<file path="src/rtl/vend_request_arbiter_if.sv">
// vend_request_arbiter_if: requester ports and datapath command/response bundle.
interface vend_request_arbiter_if;
  logic       custReq, custAck, ownReq, ownAck;
  logic [3:0] custMode, ownMode, custArg, ownArg;
  logic [2:0] custCode, ownCode;
  logic [1:0] custStatus, ownStatus;
  logic [3:0] dpMode, dpArg;
  logic [2:0] dpCode;
  logic       dpStrobe, dpDone, dpError, busy, lastGrant;
  modport slave (
    input  custReq, custMode, custCode, custArg, ownReq, ownMode, ownCode, ownArg, dpDone, dpError,
    output custAck, custStatus, ownAck, ownStatus, dpMode, dpCode, dpArg, dpStrobe, busy, lastGrant
  );
  modport master (
    output custReq, custMode, custCode, custArg, ownReq, ownMode, ownCode, ownArg, dpDone, dpError,
    input  custAck, custStatus, ownAck, ownStatus, dpMode, dpCode, dpArg, dpStrobe, busy, lastGrant
  );
endinterface

</file>
<file path="src/rtl/vend_request_arbiter.sv">
// vend_request_arbiter: round-robin customer/owner arbiter issuing one datapath command at a time.
module vend_request_arbiter #(
  parameter int TIMEOUT_CYCLES = 15
) (
  input logic                  mainClock,
  input logic                  resetN,
  vend_request_arbiter_if.slave bus
);
  typedef enum logic [1:0] {IDLE, ISSUE, WAIT, RESP} state_t;
  localparam logic [7:0] LAST = 8'(TIMEOUT_CYCLES - 1);
  state_t     state_q, state_d;
  logic       sel_q, sel_d, last_q, last_d;
  logic [7:0] cnt_q, cnt_d;
  logic [3:0] dp_mode_q, dp_mode_d, dp_arg_q, dp_arg_d;
  logic [2:0] dp_code_q, dp_code_d;
  logic [1:0] cust_status_q, cust_status_d, own_status_q, own_status_d, res;
  logic       pick, legal;
  // A tie goes to whichever port was not granted last.
  assign pick  = (bus.custReq && bus.ownReq) ? ~last_q : bus.ownReq;
  assign legal = pick ? (bus.ownMode inside {4'd1, 4'd2, 4'd3, 4'd4, 4'd6})
                      : (bus.custMode inside {4'd0, 4'd5, 4'd7});
  always_comb begin
    state_d       = state_q;
    sel_d         = sel_q;
    last_d        = last_q;
    cnt_d         = cnt_q;
    dp_mode_d     = dp_mode_q;
    dp_code_d     = dp_code_q;
    dp_arg_d      = dp_arg_q;
    cust_status_d = cust_status_q;
    own_status_d  = own_status_q;
    res           = 2'b00;
    unique case (state_q)
      IDLE: if (bus.custReq || bus.ownReq) begin
        sel_d   = pick;
        last_d  = pick;
        state_d = legal ? ISSUE : RESP;
        res     = 2'b11;
        if (legal) begin
          dp_mode_d = pick ? bus.ownMode : bus.custMode;
          dp_code_d = pick ? bus.ownCode : bus.custCode;
          dp_arg_d  = pick ? bus.ownArg  : bus.custArg;
        end
      end
      ISSUE: begin
        cnt_d   = 8'd0;
        state_d = WAIT;
      end
      WAIT: begin
        cnt_d   = cnt_q + 8'd1;
        state_d = (bus.dpDone || cnt_q == LAST) ? RESP : WAIT;
        res     = bus.dpDone ? {1'b0, bus.dpError} : 2'b10;
      end
      RESP: state_d = IDLE;
    endcase
    // Status is loaded on the edge entering RESP so it is valid alongside the ack.
    if (state_d == RESP) begin
      own_status_d  = sel_d ? res : own_status_q;
      cust_status_d = sel_d ? cust_status_q : res;
    end
  end
  always_ff @(posedge mainClock or negedge resetN) begin
    if (!resetN) begin
      state_q       <= IDLE;
      sel_q         <= 1'b0;
      last_q        <= 1'b1;
      cnt_q         <= 8'd0;
      dp_mode_q     <= 4'd0;
      dp_code_q     <= 3'd0;
      dp_arg_q      <= 4'd0;
      cust_status_q <= 2'b00;
      own_status_q  <= 2'b00;
    end else begin
      state_q       <= state_d;
      sel_q         <= sel_d;
      last_q        <= last_d;
      cnt_q         <= cnt_d;
      dp_mode_q     <= dp_mode_d;
      dp_code_q     <= dp_code_d;
      dp_arg_q      <= dp_arg_d;
      cust_status_q <= cust_status_d;
      own_status_q  <= own_status_d;
    end
  end
  assign bus.dpStrobe   = state_q == ISSUE;
  assign bus.custAck    = state_q == RESP && !sel_q;
  assign bus.ownAck     = state_q == RESP && sel_q;
  assign bus.busy       = state_q != IDLE;
  assign bus.lastGrant  = last_q;
  assign bus.dpMode     = dp_mode_q;
  assign bus.dpCode     = dp_code_q;
  assign bus.dpArg      = dp_arg_q;
  assign bus.custStatus = cust_status_q;
  assign bus.ownStatus  = own_status_q;
endmodule

</file>
<file path="src/flat_wrapper.sv">
// flat-port wrapper written by rule: the top's interface ports become plain ports
module vend_request_arbiter_flat 
#(
  parameter int TIMEOUT_CYCLES = 15
)
  (mainClock, resetN, bus_custReq, bus_custMode, bus_custCode, bus_custArg, bus_ownReq, bus_ownMode, bus_ownCode, bus_ownArg, bus_dpDone, bus_dpError, bus_custAck, bus_custStatus, bus_ownAck, bus_ownStatus, bus_dpMode, bus_dpCode, bus_dpArg, bus_dpStrobe, bus_busy, bus_lastGrant);
  vend_request_arbiter_if bus_i ();
  input logic mainClock;
  input logic resetN;
  input wire logic [$bits(bus_i.custReq)-1:0] bus_custReq;
  input wire logic [$bits(bus_i.custMode)-1:0] bus_custMode;
  input wire logic [$bits(bus_i.custCode)-1:0] bus_custCode;
  input wire logic [$bits(bus_i.custArg)-1:0] bus_custArg;
  input wire logic [$bits(bus_i.ownReq)-1:0] bus_ownReq;
  input wire logic [$bits(bus_i.ownMode)-1:0] bus_ownMode;
  input wire logic [$bits(bus_i.ownCode)-1:0] bus_ownCode;
  input wire logic [$bits(bus_i.ownArg)-1:0] bus_ownArg;
  input wire logic [$bits(bus_i.dpDone)-1:0] bus_dpDone;
  input wire logic [$bits(bus_i.dpError)-1:0] bus_dpError;
  output wire logic [$bits(bus_i.custAck)-1:0] bus_custAck;
  output wire logic [$bits(bus_i.custStatus)-1:0] bus_custStatus;
  output wire logic [$bits(bus_i.ownAck)-1:0] bus_ownAck;
  output wire logic [$bits(bus_i.ownStatus)-1:0] bus_ownStatus;
  output wire logic [$bits(bus_i.dpMode)-1:0] bus_dpMode;
  output wire logic [$bits(bus_i.dpCode)-1:0] bus_dpCode;
  output wire logic [$bits(bus_i.dpArg)-1:0] bus_dpArg;
  output wire logic [$bits(bus_i.dpStrobe)-1:0] bus_dpStrobe;
  output wire logic [$bits(bus_i.busy)-1:0] bus_busy;
  output wire logic [$bits(bus_i.lastGrant)-1:0] bus_lastGrant;
  assign bus_i.custReq = bus_custReq;
  assign bus_i.custMode = bus_custMode;
  assign bus_i.custCode = bus_custCode;
  assign bus_i.custArg = bus_custArg;
  assign bus_i.ownReq = bus_ownReq;
  assign bus_i.ownMode = bus_ownMode;
  assign bus_i.ownCode = bus_ownCode;
  assign bus_i.ownArg = bus_ownArg;
  assign bus_i.dpDone = bus_dpDone;
  assign bus_i.dpError = bus_dpError;
  assign bus_custAck = bus_i.custAck;
  assign bus_custStatus = bus_i.custStatus;
  assign bus_ownAck = bus_i.ownAck;
  assign bus_ownStatus = bus_i.ownStatus;
  assign bus_dpMode = bus_i.dpMode;
  assign bus_dpCode = bus_i.dpCode;
  assign bus_dpArg = bus_i.dpArg;
  assign bus_dpStrobe = bus_i.dpStrobe;
  assign bus_busy = bus_i.busy;
  assign bus_lastGrant = bus_i.lastGrant;
  vend_request_arbiter #(.TIMEOUT_CYCLES(TIMEOUT_CYCLES)) u_core (.mainClock(mainClock), .resetN(resetN), .bus(bus_i));
endmodule
</file>
<file path="config.mk">
export PLATFORM = sky130hd
export DESIGN_NAME = vend_request_arbiter_flat
export DESIGN_NICKNAME = d
export VERILOG_FILES = /design/src/rtl/vend_request_arbiter_if.sv /design/src/rtl/vend_request_arbiter.sv /design/src/flat_wrapper.sv
export SDC_FILE = /design/constraint.sdc
export NUM_CORES = 1
export LEC_CHECK = 0
export ABC_CLOCK_PERIOD_IN_PS = 4100
export CAP_MARGIN = 25
export CORE_MARGIN = 2
export CORE_UTILIZATION = 45
export DETAILED_ROUTE_END_ITERATION = 6
export PLACE_DENSITY = 0.79
export SLEW_MARGIN = 30
export SYNTH_ARGS = -nofsm -noshare
export SYNTH_HDL_FRONTEND = slang
export SYNTH_SLANG_ARGS = --single-unit
</file>
<file path="constraint.sdc">
create_clock -name mainClock -period 4.1 [get_ports mainClock]
set_clock_uncertainty 0.05 [all_clocks]
set_input_delay 0.82 -clock mainClock [delete_from_list [all_inputs] [get_ports mainClock]]
set_output_delay 0.82 -clock mainClock [all_outputs]
set_load 0.02 [all_outputs]
</file>
**Word level (Yosys, flattened, before mapping)**

Cells that the tools add are included.

- Register bits: 27
- Word-level logic and storage cells: 55

- Add/sub/neg operators: 1
- Equality and inequality tests: 12
- Mux-type cells: 15
- Bitwise logic cells: 2
- Reduce and logical (&&, ||, !) cells: 16

Operator list:

| kind | number |
|---|---|
| 4-bit by 3-bit == test with 1-bit output (second input constant) | 4 |
| 8-bit one-hot mux with 2 select lines | 1 |
| 8-bit by 1-bit adder with 8-bit output (second input constant) | 1 |
| 4-bit by 2-bit == test with 1-bit output (second input constant) | 2 |
| 8-bit by 4-bit == test with 1-bit output (second input constant) | 1 |
| 2-bit 2-to-1 mux | 4 |
| 4-bit 2-to-1 mux | 2 |
| 2-bit one-hot mux with 4 select lines | 1 |
| 2-bit == test (second input constant) | 3 |
| 2-bit AND reduction | 3 |
| 1-bit 2-to-1 mux | 5 |
| 5-bit nonzero test | 1 |
| 4-bit by 1-bit == test with 1-bit output (second input constant) | 1 |
| 4-bit zero test | 1 |
| 2-bit one-hot mux with 2 select lines | 1 |
| 2-bit nonzero test | 2 |
| 1-bit logical AND | 3 |
| 3-bit 2-to-1 mux | 1 |
| 3-bit AND reduction | 1 |
| 3-bit nonzero test | 1 |
| 2-bit by 1-bit == test with 1-bit output (second input constant) | 1 |
| 2-bit zero test | 1 |
| 1-bit logical OR | 2 |
| 1-bit NOT | 2 |
| 1-bit zero test | 1 |

**Logic depth before layout (Yosys ltp)**

Gate-level depths: netlist of the first run.

- Depth in word-level cells: 8
- Mapped depth: 7
- Depth with buffers taken out: 7

**Least setup slack after synthesis of the first run**

OpenSTA, ideal clock, no wires.

- Path type: in2reg
- Start point: in bus_ownMode[2]
- End point: reg u_core.cust_status_q[0], in the netlist u_core.bus.custStatus[0]
- Setup time: 128 ps
- Data arrival time: 2,437 ps
- Required time: 3,922 ps
- Setup slack: 1,486 ps
- Cell stages on the path: 5
- Path buffers: 0
- Cells stage by stage: or3_1 and3_1 or4b_4 a211oi_2 mux2_1

- Cells in the longest elaborated chain, start to end: 8
- Elaborated cells on any way between the ends: 12
- Classes of those cells: eq/ne (6); mux (4); reduce/logical (2)

Ends and longest elaborated chain:

| element | line | source |
|---|---|---|
| start: declaration | flat_wrapper.sv:15 | `input wire logic [$bits(bus_i.ownMode)-1:0] bus_ownMode;` |
| 4-bit by 1-bit == test with 1-bit output, or another cell as far along | vend_request_arbiter.sv:20 | `assign legal = pick ? (bus.ownMode inside {4'd1, 4'd2, 4'd3, 4'd4, 4'd6})` |
| 5-bit nonzero test (*) | vend_request_arbiter.sv:20 |  |
| 1-bit 2-to-1 mux (*) | vend_request_arbiter.sv:20 |  |
| 2-bit 2-to-1 mux (*) | vend_request_arbiter.sv:37 | `state_d = legal ? ISSUE : RESP;` |
| 2-bit 2-to-1 mux (*) | vend_request_arbiter.sv:34 | `IDLE: if (bus.custReq \|\| bus.ownReq) begin` |
| 2-bit one-hot mux with 4 select lines (*) | vend_request_arbiter.sv:33 | `unique case (state_q)` |
| 2-bit == test (*) | vend_request_arbiter.sv:57 | `if (state_d == RESP) begin` |
| 2-bit AND reduction (no source line) (*) | n/a |  |
| end signal: assignment | vend_request_arbiter.sv:81 | `cust_status_q <= cust_status_d;` |
| end: declaration | vend_request_arbiter.sv:16 | `logic [1:0] cust_status_q, cust_status_d, own_status_q, own_status_d, res;` |

Mark *: on every way between the ends. The rest lies on a longest branch, timed or not.
A chain may end at the register's enable or synchronous reset.

**Final worst setup path of the first run**

- Start point: in bus_ownReq
- End point: reg u_core.cust_status_q[1], in the netlist u_core.bus.custStatus[1]

- Cells in the longest elaborated chain, start to end: 8
- Elaborated cells on any way between the ends: 14
- Classes of those cells: eq/ne (1); mux (9); bitwise (1); reduce/logical (3)

Ends and longest elaborated chain:

| element | line | source |
|---|---|---|
| start: declaration | flat_wrapper.sv:14 | `input wire logic [$bits(bus_i.ownReq)-1:0] bus_ownReq;` |
| 1-bit logical AND | vend_request_arbiter.sv:19 | `assign pick = (bus.custReq && bus.ownReq) ? ~last_q : bus.ownReq;` |
| 1-bit 2-to-1 mux | vend_request_arbiter.sv:19 |  |
| 1-bit 2-to-1 mux | vend_request_arbiter.sv:20 |  |
| 2-bit 2-to-1 mux | vend_request_arbiter.sv:37 |  |
| 2-bit 2-to-1 mux | vend_request_arbiter.sv:34 |  |
| 2-bit one-hot mux with 4 select lines | vend_request_arbiter.sv:33 |  |
| 2-bit == test | vend_request_arbiter.sv:57 |  |
| 2-bit AND reduction (no source line) | n/a |  |

Several ways; a longest one is shown, not always the timed one.

==> impl_metrics.py, run 1 <==
metrics = {
    "floorplanning": {
        "core_um2": 3030,
        "die_w_um": 60.1,
        "floorplan.initialDensity_pct": 46.8,
        "die_area_um2": 3610,
        "die_y_um": 60.1,
        "row_count": 20,
        "io_pins": 48,
    },
    "worst_setup_path": {
        "rrSetupSlack_ns": 1.59,
        "rr_startpoint": "u_core.bus.lastGrant$_DFFE_PN1P_",
        "crit_path_cell_trace": "clkdlybuf4s50_1 -> a21boi_2 -> a211oi_1 -> or4b_4 -> a211oi_2 -> mux2_1",
        "worstPathArrival_ns": 3.34,
        "reg2reg_to": "u_core.bus.custStatus[1]$_DFFE_PN0P_",
        "required_ns": 4.28,
        "max_stage_delay_ns": 0.67,
        "worst-setup-path-type": "in2reg",
        "crit_fanout": 13,
        "startpoint_type": "input pin",
        "worstSetupEndpointType": "flop",
        "slowest_stage": "a21boi_2",
        "r2r_cells": 5,
    },
    "power_and_ir_drop": {
        "p_leak_nw": 0.846,
        "p_int_mw": 0.720,
        "net-switching-power_mw": 0.514,
        "swShare_pct": 41.6,
        "p_clk_share_pct": 9.7,
        "power.density_nw_per_um2": 627,
        "ir_drop_mv": 0.313,
        "seq_power_share_pct": 35.0,
        "combPwrFrac_pct": 55.3,
    },
    "min_path": {
        "min_from": "u_core.bus.dpArg[2]$_DFFE_PN0P_",
        "hold_end": "u_core.bus.dpArg[2]$_DFFE_PN0P_",
        "hp-class": "reg2reg",
        "min_path_cells": 2,
    },
    "synthesis": {
        "synth_area_um2": 1420,
        "synth-seq-area-share_pct": 47.8,
        "ys_ff_latch": 27,
        "synth_area_per_cell_um2": 9.90,
        "ys_warn_count": 0,
        "syn-num-nets": 178,
        "syn_inst": 143,
        "synth.distinct_cells": 33,
    },
    "route": {
        "ant_nets": 0,
        "drc": 0,
        "vias": 1222,
        "dr.pass1.iters": 5,
        "routed_wl_um": 3140,
        "wl_per_cell_um": 13.4,
        "avgViaCountPerCell": 5.20,
        "drt_iter0_drc": 54,
    },
    "sta": {
        "maxSlewHeadroom_pct": 45.7,
        "finalHoldViolCount": 0,
        "rsz0062_at_grt": "false",
        "fin_crit_sh_pct": 77.0,
        "post-route-min-period_ns": 3.16,
        "finalSetupTns_ns": 0,
        "finalSetupViolations": 0,
        "fmax_mhz": 317,
        "tightest_slew_ns": 0.810,
        "final-max-slew-violation-count": 0,
    },
    "global_route": {
        "antenna_found_initial": 0,
        "grt_max_degree": 28,
        "grt.total_usage_pct": 19.3,
        "grt_overflow_total": 0,
        "grt_pass1_vias": 1150,
        "grt_pass1_wl_um": 5190,
    },
    "cts": {
        "htreeDepth": 1,
        "cts-root-buf": "clkbuf_4",
        "cts.hold.buffers_added": 0,
        "insertion_delay_ns": 0.33,
        "numCtsBuffers": 3,
        "clkSlewWorstSetupHoldPaths_ns": 0.15,
        "cts_tree": "done",
        "cts.sinks": 27,
        "post_cts_buffers": 0,
        "cts.repair.resized": 0,
        "cts_buffer_depth": 2,
    },
    "run": {
        "cap_violations": 0,
    },
    "layout": {
        "finalNonFillerCells": 235,
        "syn_to_final_growth_pct": 39.0,
        "final_nets": 227,
        "drive_gt1_share_pct": 6.28,
        "num_antenna_cells": 0,
    },
    "placed_design": {
        "portBuffers": 47,
        "place_congestion": 0.836,
        "dp_hpwl_um": 2440,
        "place_inst": 231,
    },
    "run_status": {
        "status": "finished clean",
    },
}
==> kinds of logic (layout without fill, tap and decap cells) <==
logic type / Yosys count / in the layout / share of synthesized area (%)
buffers and inverters: 15 / 63 / 3.97
AND/OR/NAND/NOR: 44 / 44 / 15.6
multiplexers: 15 / 15 / 11.0
XOR/XNOR: 2 / 2 / 1.24
AO/OA/AOI/OAI: 33 / 33 / 14.2
flip-flops: 27 / 27 / 47.8
adder cells (fa/ha/maj): 7 / 7 / 6.18
==> how the worst max path moves through the flow <==
stage / startpoint / to
after floorplan: bus_ownMode[2] / u_core.bus.custStatus[0]$_DFFE_PN0P_
after CTS: bus_ownReq / u_core.bus.custStatus[0]$_DFFE_PN0P_
after global routing: bus_ownReq / u_core.bus.custStatus[0]$_DFFE_PN0P_
after detailed placement: bus_ownReq / u_core.bus.custStatus[1]$_DFFE_PN0P_
final: bus_ownReq / u_core.bus.custStatus[1]$_DFFE_PN0P_
after global placement: bus_ownReq / u_core.bus.custStatus[1]$_DFFE_PN0P_
==> routing by layer <==
metal	wire, um	share of wire [%]	track usage, %	vias up
met5	0	0	0	-
met4	95	3.0	9.52	0
met3	113	3.6	2.16	9
met2	1520	48	31.8	40
met1	1410	45	25.0	578
li1	-	-	-	595
==> cells in the mapped netlist, drive strengths merged <==
cell type / n / area (um^2)
dfrtp: 26 / 651
nand2: 18 / 67.6
ha: 7 / 87.6
inv: 11 / 41.3
o22ai: 4 / 25.0
a21oi: 6 / 30.0
nand3: 9 / 45.0
nor2: 4 / 15.0
xor2: 1 / 8.76
a21boi: 1 / 11.3
xnor2: 1 / 8.76
o41ai: 1 / 8.76
buf: 1 / 3.75
a22o: 1 / 8.76
mux2i: 11 / 110
o21ai: 14 / 70.1
nor2b: 3 / 18.8
and3: 1 / 6.26
o21bai: 1 / 7.51
dfstp: 1 / 26.3
and2: 2 / 12.5
or3: 2 / 12.5
mux2: 4 / 45.0
a31oi: 2 / 12.5
nor3: 1 / 5.00
nor3b: 2 / 15.0
clkbuf: 3 / 11.3
o21a: 1 / 7.51
or4b: 2 / 23.8
a211oi: 2 / 20.0
==> power groups by stage <==
stage / registers, mW / clock network, mW / logic, mW
3_5_place_dp: 0.436 / 0 / 0.685
3_3_place_gp: 0.431 / 0 / 0.664
6_report: 0.431 / 0.120 / 0.682
4_1_cts: 0.431 / 0.123 / 0.688
5_1_grt: 0.442 / 0.136 / 0.744
2_1_floorplan: 0.515 / 0 / 0.320
==> critical path: cells and delay by family <==
kind / cells / cell delay [ns]
buffers and inverters: 1 / 0.52
multiplexers: 1 / 0.34
AO/OA/AOI/OAI: 3 / 1.11
AND/OR/NAND/NOR: 1 / 0.54
==> cells in the final DEF (no fill, tap or decap), types with 3 or more instances in the layout <==
| cell | Yosys | routed |
|---|---|---|
| clkdlybuf4s50_1 | 0 | 47 |
| dfrtp_1 | 26 | 26 |
| nand2_1 | 18 | 18 |
| o21ai_0 | 14 | 14 |
| inv_1 | 11 | 11 |
| mux2i_1 | 11 | 11 |
| nand3_1 | 9 | 9 |
| ha_1 | 7 | 7 |
| a21oi_1 | 6 | 6 |
| nor2_1 | 4 | 4 |
| o22ai_1 | 4 | 4 |
| nor2b_1 | 3 | 3 |
| clkbuf_4 | 0 | 3 |
==> registers in the layout, indices dropped and copies added (netlist names), 2 cells and up <==
name	flops
u_core.bus.custStatus	2
u_core.bus.dpArg	4
u_core.bus.dpCode	3
u_core.bus.dpMode	4
u_core.bus.ownStatus	2
u_core.cnt_q	8
u_core.state_q	2
==> cell type report <==
class | instances | area, um^2
multi-input combinational | 101 | 687
inverter | 11 | 41.3
sequential | 27 | 677
clock buffer | 3 | 22.5
tap | 44 | 55.1
clock inverter | 1 | 7.51
fill | 250 | 1060
timing repair buffer | 48 | 478
==> stage by stage <==
stage | utilization (%) | total power, mW | hold slack, ns | instance area (um^2) | setup slack (ns)
floorplan | - | 0.835 | 0.448 | 1420 | 1.49
global placement | 63.9 | 1.09 | 0.411 | 1930 | 0.657
detailed placement | 64.0 | 1.12 | 0.419 | 1940 | 0.570
CTS | 65.0 | 1.24 | 0.455 | 1970 | 0.922
global route | 65.0 | 1.32 | 0.486 | 1970 | 0.804
finish | 65.0 | 1.23 | 0.449 | 1970 | 0.941
No activity file was read; power rests on OpenSTA's default activity.
==> run 2: changes to the inputs <==
--- a/config.mk
+++ b/config.mk
@@ -5,12 +5,12 @@
 export SDC_FILE = /design/constraint.sdc
 export NUM_CORES = 1
 export LEC_CHECK = 0
-export ABC_CLOCK_PERIOD_IN_PS = 4100
+export ABC_CLOCK_PERIOD_IN_PS = 2700
 export CAP_MARGIN = 25
 export CORE_MARGIN = 2
-export CORE_UTILIZATION = 45
+export CORE_UTILIZATION = 40
 export DETAILED_ROUTE_END_ITERATION = 6
-export PLACE_DENSITY = 0.79
+export PLACE_DENSITY = 0.75
 export SLEW_MARGIN = 30
 export SYNTH_ARGS = -nofsm -noshare
 export SYNTH_HDL_FRONTEND = slang
==> constraint.sdc (replaced) <==
create_clock -name mainClock -period 2.7 [get_ports mainClock]
set_clock_uncertainty 0.05 [all_clocks]
set_input_delay 0.54 -clock mainClock [delete_from_list [all_inputs] [get_ports mainClock]]
set_output_delay 0.54 -clock mainClock [all_outputs]
set_load 0.02 [all_outputs]
==> run 2 against run 1 <==
Hold slack hardly changed. Sequential power increased by 52%. Final cell count increased by 3.4%. Wire length rose by 0.73%. First-iteration DRC count up 7.4%. Utilization decreased by 5.3 points. Critical path depth unchanged. Sequential cell count unchanged. Die area increased by 12%. Via count shrank 1.3%. Largest power group unchanged.
==> impl_metrics.py, run 2 (synthesis results as in run 1) <==
metrics = {
    "route": {
        "drc": 0,
        "avgViaCountPerCell": 4.96,
        "dr.pass1.iters": 4,
        "ant_nets": 0,
        "drt_iter0_drc": 58,
        "wl_per_cell_um": 13.0,
        "routed_wl_um": 3160,
        "vias": 1206,
    },
    "global_route": {
        "grt_pass1_vias": 1253,
        "antenna_found_initial": 0,
        "grt_overflow_total": 0,
        "grt_pass1_wl_um": 5390,
        "grt_max_degree": 28,
        "grt.total_usage_pct": 16.7,
    },
    "cts": {
        "htreeDepth": 1,
        "clkSlewWorstSetupHoldPaths_ns": 0.13,
        "post_cts_buffers": 0,
        "cts_buffer_depth": 2,
        "cts_tree": "done",
        "cts.sinks": 27,
        "numCtsBuffers": 3,
        "insertion_delay_ns": 0.32,
        "cts.hold.buffers_added": 0,
        "cts.repair.resized": 0,
        "cts-root-buf": "clkbuf_4",
    },
    "layout": {
        "num_antenna_cells": 0,
        "design_area_um2": 2010,
        "layout_common_cells": "clkdlybuf4s50_1, dfrtp_1, nand2_1",
        "syn_to_final_growth_pct": 41.8,
        "largest_reg_flops": 8,
        "largest-register": "u_core.cnt_q",
        "drive_gt1_share_pct": 8.12,
        "final_common_cell": "clkdlybuf4s50_1",
        "final_nets": 233,
    },
    "placed_design": {
        "dp_hpwl_um": 2500,
        "place_congestion": 0.782,
        "placed_area_um2": 1980,
        "portBuffers": 47,
    },
    "power_and_ir_drop": {
        "p_int_mw": 1.12,
        "p_leak_nw": 0.880,
        "net-switching-power_mw": 0.770,
        "power.density_nw_per_um2": 940,
        "p_clk_share_pct": 8.9,
        "swShare_pct": 40.8,
        "combPwrFrac_pct": 56.3,
        "seq_power_share_pct": 34.8,
        "ir_drop_mv": 0.444,
    },
    "floorplanning": {
        "floorplan.initialDensity_pct": 42.1,
        "die_area_um2": 4030,
        "die_y_um": 63.5,
        "core_um2": 3360,
        "io_pins": 48,
        "die_w_um": 63.5,
        "row_count": 21,
    },
    "worst_setup_path": {
        "worstPathArrival_ns": 2.67,
        "required_ns": 2.86,
        "worstSetupEndpointType": "flop",
        "worst-setup-path-type": "in2reg",
        "startpoint_type": "input pin",
        "rrSetupSlack_ns": 0.26,
        "crit_fanout": 3,
    },
    "sta": {
        "fmax_mhz": 400,
        "rsz0062_at_grt": "false",
        "finalSetupTns_ns": 0,
        "finalSetupViolations": 0,
        "post-route-min-period_ns": 2.50,
        "tightest_slew_ns": 0.417,
        "maxSlewHeadroom_pct": 71.8,
        "finalHoldViolCount": 0,
        "fin_crit_sh_pct": 92.7,
        "final-max-slew-violation-count": 0,
    },
    "min_path": {
        "hp-class": "reg2reg",
    },
    "run": {
        "cap_violations": 0,
    },
    "run_status": {
        "status": "finished clean",
    },
}
## run 2: cell types whose count changed in the layout (fill, tap and decap cells not counted)
| cell | before | now |
|---|---|---|
| o21bai_2 | 1 | 0 |
| buf_4 | 1 | 7 |
| o21bai_1 | 0 | 1 |
| clkbuf_1 | 0 | 1 |
| clkinvlp_4 | 1 | 0 |
## run 2: cell type report
type | instances | area, um^2
Clock buffer | 4 | 26.3
Tap cell | 46 | 57.6
Multi-Input combinational cell | 101 | 683
Timing Repair Buffer | 54 | 523
Sequential cell | 27 | 677
Inverter | 11 | 41.3
Fill cell | 319 | 1360
## run 2: path summary, 6_finish.rpt
check,start,to,cells after the start
setup / recovery,bus_ownMode[2],u_core.bus.custStatus[0]$_DFFE_PN0P_,6
hold / removal,u_core.bus.dpMode[3]$_DFFE_PN0P_,u_core.bus.dpMode[3]$_DFFE_PN0P_,1
setup reg to reg,u_core.cnt_q[0]$_DFFE_PN0P_,u_core.bus.custStatus[0]$_DFFE_PN0P_,7
hold reg to reg,u_core.bus.dpMode[3]$_DFFE_PN0P_,u_core.bus.dpMode[3]$_DFFE_PN0P_,1
max in group asynchronous,resetN,u_core.bus.lastGrant$_DFFE_PN1P_,2
min in group asynchronous,resetN,u_core.bus.dpArg[1]$_DFFE_PN0P_,2
## run 2: power groups by stage
stage	combinational, mW	clock (mW)	sequential (mW)
CTS	1.08	0.179	0.656
global route	1.16	0.196	0.676
global placement	1.05	0	0.655
detailed placement	1.07	0	0.661
floorplan	0.486	0	0.783
finish	1.06	0.168	0.656
## run 2: worst max-delay path: stages
cell and delay, ns:
clkdlybuf4s50_1 0.41, or3_1 0.36, and3_1 0.17, or4b_4 0.54
a211oi_2 0.29, mux2_1 0.35
## run 2: metal layers
metal | vias up | track usage (%) | share of wire [%]
met1 | 575 | 21.7 | 47
li1 | 605 | - | -
met4 | 0 | 5.71 | 0.98
met2 | 22 | 28.8 | 49
met5 | - | 0 | 0
met3 | 4 | 1.79 | 3.5
## run 2: stage by stage
| step | util (%) | cells | hold WS [ns] | setup slack, ns | total power, mW |
|---|---|---|---|---|---|
| floorplan | - | 143 | 0.194 | 0.366 | 1.27 |
| global placement | 58.9 | 239 | 0.416 | -0.107 | 1.70 |
| detailed placement | 58.9 | 239 | 0.421 | -0.156 | 1.73 |
| CTS | 59.7 | 243 | 0.454 | 0.208 | 1.91 |
| global route | 59.7 | 243 | 0.476 | 0.0387 | 2.03 |
| finish | 59.7 | 243 | 0.448 | 0.197 | 1.89 |
==> run 3: changes to the inputs <==
--- a/config.mk
+++ b/config.mk
@@ -5,8 +5,7 @@
 export SDC_FILE = /design/constraint.sdc
 export NUM_CORES = 1
 export LEC_CHECK = 0
-export ABC_CLOCK_PERIOD_IN_PS = 2700
-export CAP_MARGIN = 25
+export ABC_CLOCK_PERIOD_IN_PS = 2170
 export CORE_MARGIN = 2
 export CORE_UTILIZATION = 40
 export DETAILED_ROUTE_END_ITERATION = 6
==> constraint.sdc (replaced) <==
create_clock -name mainClock -period 2.17 [get_ports mainClock]
set_clock_uncertainty 0.05 [all_clocks]
set_input_delay 0.434 -clock mainClock [delete_from_list [all_inputs] [get_ports mainClock]]
set_output_delay 0.434 -clock mainClock [all_outputs]
set_load 0.02 [all_outputs]
==> run 3 against run 2 <==
The flow now finishes with violations (negative setup slack). Highest routed layer unchanged. Clock power is 28% higher. Wire length is 11% higher. Via count is 6.5% higher. Setup slack worse by 0.23 ns. Hold slack worse by 0.039 ns. Global-route usage is 1.7 points higher. Final area is 9.7% higher. Count of clock-buffer cells in the layout stayed put. First-iteration DRC count is 26% lower. Largest power group unchanged. Final cell count is 6.6% higher. Non-clock buffer count is 16 higher. Die area stayed put.
==> impl_metrics.py, run 3 (synthesis results as in run 1) <==
metrics = {
    "floorplanning": {
        "die_area_um2": 4030,
        "floorplan.initialDensity_pct": 42.1,
        "die_w_um": 63.5,
        "io_pins": 48,
        "core_um2": 3360,
        "die_y_um": 63.5,
        "row_count": 21,
    },
    "sta": {
        "tightest_slew_ns": 0.507,
        "final-max-slew-violation-count": 0,
        "fin_crit_sh_pct": 102,
        "maxSlewHeadroom_pct": 66.1,
        "fmax_mhz": 453,
        "hold_slack_ns": 0.409,
        "finalHoldViolCount": 0,
        "rsz0062_at_grt": "true",
        "layout_setup_ws_ns": -0.0353,
        "finalSetupViolations": 4,
        "post-route-min-period_ns": 2.21,
    },
    "layout": {
        "final_nets": 249,
        "syn_to_final_growth_pct": 55.6,
        "num_antenna_cells": 0,
        "largest_reg_flops": 8,
        "final_common_cell": "clkdlybuf4s50_1",
        "finalNonFillerCells": 259,
        "drive_gt1_share_pct": 19.7,
        "layout_common_cells": "clkdlybuf4s50_1, dfrtp_1, buf_4",
        "largest-register": "u_core.cnt_q",
    },
    "placed_design": {
        "portBuffers": 47,
        "place_inst": 250,
        "preCtsSetupSlack_ns": -0.551,
        "place_congestion": 0.854,
        "dp_hpwl_um": 2660,
    },
    "run": {
        "cap_violations": 0,
    },
    "global_route": {
        "antenna_found_initial": 0,
        "grt_pass1_vias": 1322,
        "grt_pass1_wl_um": 5950,
        "grt_overflow_total": 0,
        "grt_max_degree": 28,
        "grt.total_usage_pct": 18.4,
    },
    "route": {
        "ant_nets": 0,
        "avgViaCountPerCell": 4.96,
        "dr.pass1.iters": 4,
        "drt_iter0_drc": 43,
        "wl_per_cell_um": 13.5,
        "drc": 0,
        "routed_wl_um": 3500,
        "vias": 1284,
    },
    "worst_setup_path": {
        "rrSetupSlack_ns": -0.04,
        "worstPathArrival_ns": 2.36,
        "required_ns": 2.33,
        "startpoint_type": "flop",
        "worstSetupEndpointType": "flop",
        "r2r_cells": 7,
        "worst-setup-path-type": "reg2reg",
        "crit_fanout": 2,
        "reg2reg_to": "u_core.bus.custStatus[0]$_DFFE_PN0P_",
        "rr_startpoint": "u_core.cnt_q[0]$_DFFE_PN0P_",
    },
    "cts": {
        "numCtsBuffers": 3,
        "cts_buffer_depth": 2,
        "cts.hold.buffers_added": 0,
        "clkSlewWorstSetupHoldPaths_ns": 0.15,
        "cts-root-buf": "clkbuf_4",
        "htreeDepth": 1,
        "insertion_delay_ns": 0.32,
        "cts_tree": "done",
        "cts.sinks": 27,
    },
    "power_and_ir_drop": {
        "p_leak_nw": 1.02,
        "p_clk_share_pct": 8.1,
        "ir_drop_mv": 0.690,
        "swShare_pct": 40.7,
        "net-switching-power_mw": 1.09,
        "power.density_nw_per_um2": 1210,
        "seq_power_share_pct": 30.6,
        "p_int_mw": 1.58,
        "combPwrFrac_pct": 61.3,
    },
    "run_status": {
        "status": "finished with violations",
        "failed_checks": "negative setup slack",
    },
    "min_path": {
        "hp-class": "in2async",
    },
}
run 3: cell types whose count changed in the layout (fill, tap and decap cells not counted), sizes merged:
cell and change:
dlymetal6s2s +3, buf +16, dlygate4sd2 +3, clkdlybuf4s50 -9, clkdlybuf4s15 +3
run 3: power by group through the flow:
stage               registers [mW]  clock network (mW)  logic, mW
floorplan                    0.974                   0      0.614
global placement             0.809                   0       1.40
detailed placement           0.820                   0       1.45
CTS                          0.811               0.222       1.59
global route                 0.841               0.245       1.78
finish                       0.817               0.215       1.64
run 3: layout make-up:
type | count | area, um^2
clock buffer | 4 | 26.3
sequential | 27 | 677
multi-input combinational | 101 | 754
timing repair buffer | 70 | 647
fill | 287 | 1160
tap | 46 | 57.6
inverter | 11 | 41.3
run 3: worst max-delay path by stage:
stage,depth (start not counted),slack (ns),end,startpoint
finish,7,-0.04,u_core.bus.custStatus[0]$_DFFE_PN0P_,u_core.cnt_q[0]$_DFFE_PN0P_
global route,7,-0.10,u_core.bus.custStatus[0]$_DFFE_PN0P_,u_core.cnt_q[0]$_DFFE_PN0P_
CTS,7,-0.01,u_core.bus.custStatus[0]$_DFFE_PN0P_,u_core.cnt_q[0]$_DFFE_PN0P_
detailed placement,6,-0.55,u_core.bus.custStatus[0]$_DFFE_PN0P_,bus_ownMode[2]
global placement,6,-0.50,u_core.bus.custStatus[1]$_DFFE_PN0P_,bus_ownMode[2]
floorplan,5,-0.02,u_core.bus.custStatus[0]$_DFFE_PN0P_,bus_ownMode[2]
run 3: per-stage QoR:
step	power (mW)	TNS, ns	utilization (%)	area, um^2
floorplan	1.59	-0.0658	-	1420
global placement	2.21	-2.10	61.6	2070
detailed placement	2.27	-2.45	61.6	2070
CTS	2.62	-0.0140	64.4	2170
global route	2.87	-0.337	65.5	2200
finish	2.67	-0.0762	65.5	2200
run 3: layer usage:
| layer | share of wire (%) | up-vias | routed length (um) | GRT usage [%] |
|---|---|---|---|---|
| met3 | 6.4 | 4 | 224 | 4.29 |
| met1 | 42 | 601 | 1460 | 22.7 |
| met4 | 0.80 | 0 | 28 | 4.89 |
| met5 | 0 | - | 0 | 0 |
| met2 | 51 | 40 | 1780 | 32.2 |
| li1 | - | 639 | - | - |
run 3: critical path, stage by stage (launching register included):
cell and delay (ns):
dfrtp_1 0.41, inv_2 0.09, ha_4 0.13, or4b_4 0.46, o41ai_4 0.26, nand2_2 0.12
a211oi_4 0.24, mux2_4 0.34
run 3: repair_timing:
item                                    CTS  global route
gates resized for setup                  17             9
pin swaps                                 5             2
buffers inserted                          4             1
endpoints found under the setup margin    5             7
